## src/rtl/posit_defines_es3.sv

```systemverilog
`default_nettype none
// ============================================================================
// Module   : posit_defines_es3 (package)
// Brief    : Shared widths and the serialized value layout for ES=3 posits.
// Revision : 1.0 - initial release
// ============================================================================
package posit_defines_es3;

    localparam int NBITS                      = 32;
    localparam int ES                         = 3;
    localparam int FBITS                      = NBITS - ES - 3;
    localparam int SCALE_BITS                 = 9;
    localparam int POSIT_SERIALIZED_WIDTH_ES3 = 1 + SCALE_BITS + FBITS + 2;
    localparam int SCALE_MAX_ES3              = (NBITS - 2) << ES;

    typedef struct packed {
        logic                  sgn;
        logic [SCALE_BITS-1:0] scale;
        logic [FBITS-1:0]      fraction;
        logic                  inf;
        logic                  zero;
    } value;

endpackage
`default_nettype wire

```

## src/rtl/posit_pipe_ctrl.sv

```systemverilog
`default_nettype none
// ============================================================================
// Module   : posit_pipe_ctrl
// Brief    : Valid/load chain for a bubble-collapsing register pipeline.
// Revision : 1.0 - initial release
// ============================================================================
module posit_pipe_ctrl #(
    parameter int STAGES = 3
) (
    input  logic              clk,
    input  logic              rst,
    input  logic              i_valid,
    input  logic              i_ready,
    output logic [STAGES-1:0] o_load,
    output logic [STAGES-1:0] o_valid
);

    logic [STAGES-1:0] r_valid;
    logic [STAGES-1:0] w_src;

    assign w_src   = {r_valid[STAGES-2:0], i_valid};
    assign o_valid = r_valid;

    generate
        for (genvar k = 0; k < STAGES; k++) begin : g_stage
            // A stage may load if it or any stage downstream has a hole,
            // or the consumer is draining the last stage.
            assign o_load[k] = i_ready | ~(&r_valid[STAGES-1:k]);

            always_ff @(posedge clk) begin
                if (rst) begin
                    r_valid[k] <= 1'b0;
                end else if (o_load[k]) begin
                    r_valid[k] <= w_src[k];
                end
            end
        end
    endgenerate

endmodule
`default_nettype wire

```

## src/rtl/posit_mult_pipe_es3.sv

```systemverilog
`default_nettype none
// ============================================================================
// Module   : posit_mult_pipe_es3
// Brief    : Three-stage pipelined multiplier for serialized ES=3 posits.
// Revision : 1.0 - initial release
// ============================================================================
module posit_mult_pipe_es3
    import posit_defines_es3::*;
#(
    parameter int SCALE_MAX = SCALE_MAX_ES3
) (
    input  logic                                  clk,
    input  logic                                  reset,
    input  logic                                  in_valid,
    output logic                                  in_ready,
    input  logic [POSIT_SERIALIZED_WIDTH_ES3-1:0] in_a,
    input  logic [POSIT_SERIALIZED_WIDTH_ES3-1:0] in_b,
    output logic                                  out_valid,
    input  logic                                  out_ready,
    output logic [POSIT_SERIALIZED_WIDTH_ES3-1:0] out_product,
    output logic                                  out_truncated
);

    localparam int                 c_STAGES    = 3;
    localparam logic signed [10:0] c_SCALE_MAX = 11'(SCALE_MAX);
    localparam logic signed [10:0] c_SCALE_MIN = -c_SCALE_MAX;

    logic [c_STAGES-1:0] w_load;
    logic [c_STAGES-1:0] w_valid;

    posit_pipe_ctrl #(
        .STAGES (c_STAGES)
    ) u_ctrl (
        .clk     (clk),
        .rst     (reset),
        .i_valid (in_valid),
        .i_ready (out_ready),
        .o_load  (w_load),
        .o_valid (w_valid)
    );

    assign in_ready  = w_load[0];
    assign out_valid = w_valid[2];

    // ---------------- stage 1: operand capture ----------------
    value r_s1_a;
    value r_s1_b;

    always_ff @(posedge clk) begin
        if (reset) begin
            r_s1_a <= '0;
            r_s1_b <= '0;
        end else if (w_load[0] && in_valid) begin
            r_s1_a <= value'(in_a);
            r_s1_b <= value'(in_b);
        end
    end

    // ---------------- stage 2: sign, scale sum, mantissa product ----------------
    logic               w_inf;
    logic               w_zero;
    logic               w_special;
    logic signed [10:0] w_scale_sum;
    logic [53:0]        w_prod;

    assign w_inf       = r_s1_a.inf | r_s1_b.inf;
    assign w_zero      = ~w_inf & (r_s1_a.zero | r_s1_b.zero);
    assign w_special   = w_inf | w_zero;
    assign w_scale_sum = {{2{r_s1_a.scale[8]}}, r_s1_a.scale}
                       + {{2{r_s1_b.scale[8]}}, r_s1_b.scale};
    assign w_prod      = 54'({1'b1, r_s1_a.fraction}) * 54'({1'b1, r_s1_b.fraction});

    logic               r_s2_sgn;
    logic signed [10:0] r_s2_scale;
    logic [53:0]        r_s2_prod;
    logic               r_s2_inf;
    logic               r_s2_zero;

    // Specials carry an all-zero product so stage 3 emits a clean zero payload.
    always_ff @(posedge clk) begin
        if (reset) begin
            r_s2_sgn   <= 1'b0;
            r_s2_scale <= '0;
            r_s2_prod  <= '0;
            r_s2_inf   <= 1'b0;
            r_s2_zero  <= 1'b0;
        end else if (w_load[1] && w_valid[0]) begin
            r_s2_sgn   <= w_special ? 1'b0 : (r_s1_a.sgn ^ r_s1_b.sgn);
            r_s2_scale <= w_special ? '0 : w_scale_sum;
            r_s2_prod  <= w_special ? '0 : w_prod;
            r_s2_inf   <= w_inf;
            r_s2_zero  <= w_zero;
        end
    end

    // ---------------- stage 3: normalise and clamp ----------------
    logic signed [10:0] w_scale_adj;
    logic [8:0]         w_scale_out;
    logic [FBITS-1:0]   w_frac;
    logic               w_trunc;

    always_comb begin
        w_scale_adj = r_s2_scale;
        w_frac      = r_s2_prod[51:26];
        w_trunc     = |r_s2_prod[25:0];
        if (r_s2_prod[53]) begin
            w_scale_adj = r_s2_scale + 11'sd1;
            w_frac      = r_s2_prod[52:27];
            w_trunc     = |r_s2_prod[26:0];
        end
        w_scale_out = w_scale_adj[8:0];
        if (w_scale_adj > c_SCALE_MAX) begin
            w_scale_out = c_SCALE_MAX[8:0];
            w_frac      = '0;
            w_trunc     = 1'b0;
        end else if (w_scale_adj < c_SCALE_MIN) begin
            w_scale_out = c_SCALE_MIN[8:0];
            w_frac      = '0;
            w_trunc     = 1'b0;
        end
    end

    logic [POSIT_SERIALIZED_WIDTH_ES3-1:0] r_s3_word;
    logic                                  r_s3_trunc;

    always_ff @(posedge clk) begin
        if (reset) begin
            r_s3_word  <= '0;
            r_s3_trunc <= 1'b0;
        end else if (w_load[2] && w_valid[1]) begin
            r_s3_word  <= {r_s2_sgn, w_scale_out, w_frac, r_s2_inf, r_s2_zero};
            r_s3_trunc <= w_trunc;
        end
    end

    assign out_product   = r_s3_word;
    assign out_truncated = r_s3_trunc;

endmodule
`default_nettype wire
```

## config.mk

```make
export PLATFORM = sky130hd
export DESIGN_NAME = posit_mult_pipe_es3
export DESIGN_NICKNAME = d
export VERILOG_FILES = /design/src/rtl/posit_defines_es3.sv /design/src/rtl/posit_pipe_ctrl.sv /design/src/rtl/posit_mult_pipe_es3.sv
export SDC_FILE = /design/constraint.sdc
export NUM_CORES = 2
export LEC_CHECK = 0
export ABC_AREA = 1
export CAP_MARGIN = 20
export CORE_MARGIN = 5
export CORE_UTILIZATION = 45
export CTS_BUF_LIST = sky130_fd_sc_hd__clkbuf_8
export CTS_CLUSTER_SIZE = 30
export DETAILED_ROUTE_END_ITERATION = 16
export GPL_TIMING_DRIVEN = 0
export PLACE_DENSITY_LB_ADDON = 0.15
export SETUP_SLACK_MARGIN = 0.5
export SYNTH_ARGS = -nofsm -noshare
export SYNTH_HDL_FRONTEND = slang
export SYNTH_SLANG_ARGS = --single-unit
```

## constraint.sdc

```tcl
create_clock -name clk -period 6.8 [get_ports clk]
set_input_delay 1.7 -clock clk [delete_from_list [all_inputs] [get_ports clk]]
set_output_delay 1.7 -clock clk [all_outputs]
set_load 0.01 [all_outputs]
```

==> impl_results.md <==
- Cts bufs inserted: 17
- Type of origin of the critical path: flip-flop
- Final cell count without fillers: 5,809
- # clock sinks: 185
- Post-DR vias/cell: around 5.0
- Internal power: 0.00527 W
- GPL Wtd Cong: 0.926
- Worst Setup Path Type: flip-flop to flip-flop
- Via count: between 20,000 and 30,000
- First-pass GRT wire length: 165,000 um
- Post-synthesis compound-gate area fraction: 5.79%
- Hold Fails Final Rpt: 0
- CORE AREA: 73,000 um2
- Commonest non-fill, non-tap cell in the layout: inv_1
- Post-DP HPWL: 89,000 um
- I/O pin count: 121
- Critical Path AT: 6630 ps
- Crit path max fanout: 8
- Synth Warn #: 0
- Most frequent cells in the layout: inv_1 (1,259), nand2_1 (1,229), fa_1 (601)
- Status: finished, final reports clean
- Cell count after placement: 5,670
- Die area: slightly below 80,000 um2
- Wire length on met2: 51,600 um
- Reg2Reg Setup Slack: 610 ps
- Worst-margin pin slew: 854 ps
- Post-synthesis xor/xnor area fraction: 0.132%
- Dominant cells by area after synthesis: fa_1 (38%), nand2_1 (15%), inv_1 (15%)
- FMAX: 0.162 GHz
- Largest net degree at the start of global routing: 21
- Top layer in use: met4
- GRT Residual Overflow: 0
- Synth Instances: 4,591
- Clock Path Buffers: 2
- Nets: 5,742
- Vias in the first global route: 29,000
- Clk_skew: 35.7 ps
- Largest family of logic cells by synthesized area: adder cells
- Wl on met1: 45,500 um
- Wire per inst: 18.6 um
- H-tree lvl count: 4
- Setup TNS after final layout: 0 ps
- Mapped Avg Cell Area: approximately 7.2 um2
- DRT Pass-1 Iters: 8
- Met3 WL: 7680 um
- DRT antenna net count: 0
- Worst vdd ir: 0.364 mV
- Core Util, Final: 54.6%
- Final wirelength: approximately 110,000 um
- Required @ worst endpoint: 7240 ps
- Die W: 281 um
- Die Y: between 200 and 300 um
- Clk slew on worst S/H paths: 120 ps
- Final Max Tran Viols: 0
- Leak: ~22 nW
- Post-synth top area cell: fa_1
- Count of cell types in the netlist: 37
- Max-Cap Viols: 0
- Period minus WS final: 6190 ps
- Max incr delay on CP: 570 ps
- Number of core rows: 99
- Clock Latency Late Sink: 580 ps
- Synthesized Nets: 5,498
- Gr usage total: a little over a quarter
- Final period util: 91.0%
- Clk Tree Root Cell: clkbuf_8
- Port bufs: 120
- 1st-iter DRT viols: 2,077
- #FFs+latches synth: 185
- Seq/Total Area, Yosys: 11.2%
- Mux share of post-synthesis cell area: 0%
- Post-route DRC: 0
- Net switching power: 0.00653 W
- CP max stage cell: fa_1
- Area Overhead vs Synth: 20.4%
- Sw frac: between 50% and 60%
- Initial antenna violation count: 2
- Simple-gate share of the synthesized area: approximately a fifth
- Total chip power: 0.0118 W
- CP endpoint kind: flip-flop
- Proportion of layout cells with a drive suffix above 1: around an eighth
- Post-synthesis adder-cell area fraction: a little under half
- Synthesized area: 33,100 um2
- Post-synth top area share: 37.8%
- Max-slew headroom: 42.5%
- Pwr/cell area: 297 nW/um2
- Filler cells: roughly 7,000
- Unrepaired setup endpoints after global routing: true
- Initial Util: 45.3%
- Comb pwr share: slightly above 80%
- Clk pwr share: 7.1%
- CTS tree: yes
- Hold crit path type: flip-flop to flip-flop
- # setup viols final: 0
- Power share of the sequential group: 10.5%
-- metrics by stage --
step,worst slack [ps],hold WS [ps],area [um2]
6_report,610,466,39800
5_1_grt,467,484,39800
2_1_floorplan,737,440,33100
3_5_place_dp,-847,452,35500
3_3_place_gp,-869,450,35500
4_1_cts,487,469,37700
-- worst max-delay path, delay by kind of cell (launching register included) --
family / cells / cell delay (ps)
compound gates: 3 / 330
fa+ha+maj: 8 / 3800
buf+inv: 9 / 800
flops: 1 / 380
simple gates: 6 / 740
-- final timing paths --
check,start,to,cells after the start
setup / recovery,r_s1_a[17]$_SDFFE_PP0P_,r_s2_prod[25]$_SDFFE_PP0P_,26
hold / removal,r_s2_prod[5]$_SDFFE_PP0P_,r_s2_prod[5]$_SDFFE_PP0P_,2
setup reg to reg,r_s1_a[17]$_SDFFE_PP0P_,r_s2_prod[25]$_SDFFE_PP0P_,26
hold reg to reg,r_s2_prod[5]$_SDFFE_PP0P_,r_s2_prod[5]$_SDFFE_PP0P_,2
-- flip-flops by register name (all words and copies together), names as in the netlist, 3 cells and up --
register        flops
out_product        38
r_s2_prod          54
r_s1_b             38
r_s2_scale         10
r_s1_a             38
u_ctrl.o_valid      3
-- power by group through the flow --
stage | registers (W) | logic, W | clock network, W
after global routing | 0.00125 | 0.0107 | 0.000909
after global placement | 0.00126 | 0.00684 | 0
after detailed placement | 0.00126 | 0.00685 | 0
final | 0.00124 | 0.00972 | 0.000843
after CTS | 0.00124 | 0.00760 | 0.000883
after floorplan | 0.00125 | 0.00467 | 0
-- final cells by class --
type / instances / area (um2) / area share (%)
Inverter: 1298 / 4870 / 12.2
Antenna cell: 2 / 5.00 / 0.0126
Sequential cell: 185 / 3780 / 9.49
Clock buffer: 17 / 234 / 0.588
Tap cell: 959 / 1200 / 3.01
Clock inverter: 15 / 190 / 0.478
Buffer: 224 / 2630 / 6.61
Timing Repair Buffer: 225 / 2120 / 5.33
Multi-Input combinational cell: 2884 / 24800 / 62.2
-- synth_stat cells, drive strengths merged --
cell	count
o21a	1
nor4	8
nor3	6
o211ai	2
a21oi	209
nand3	96
nand3b	2
a21o	3
or2	7
o21bai	1
ha	202
a21boi	2
clkbuf	212
nand2	1317
xnor2	2
o21ai	138
inv	1298
nor2	242
xor2	3
a31oi	1
nand4	17
fa	625
dfxtp	185
buf	12
-- cell families (layout without fill, tap and decap cells) --
kind of cell	count (synthesis)	count (layout)
compound gates	357	357
buf+inv	1522	1779
fa+ha+maj	827	827
simple gates	1695	1695
flops	185	185
xor+xnor	5	5
other cells	0	2
-- repair_timing --
item | 4_1_cts | 5_1_grt
setup endpoints to repair | 41 | 40
gates resized for setup | 496 | 493
cloned | 0 | 9
hold buffers | 0 | 0
pin swaps | 12 | 133
buffers inserted | 13 | 83
-- routing by layer --
layer  up-vias  GRT usage, %
met5         -             0
met1     14300          36.5
met4         0          8.41
met2       846          46.4
met3       151          4.11
li1      13600             -
No activity file was read; power rests on OpenSTA's default activity.
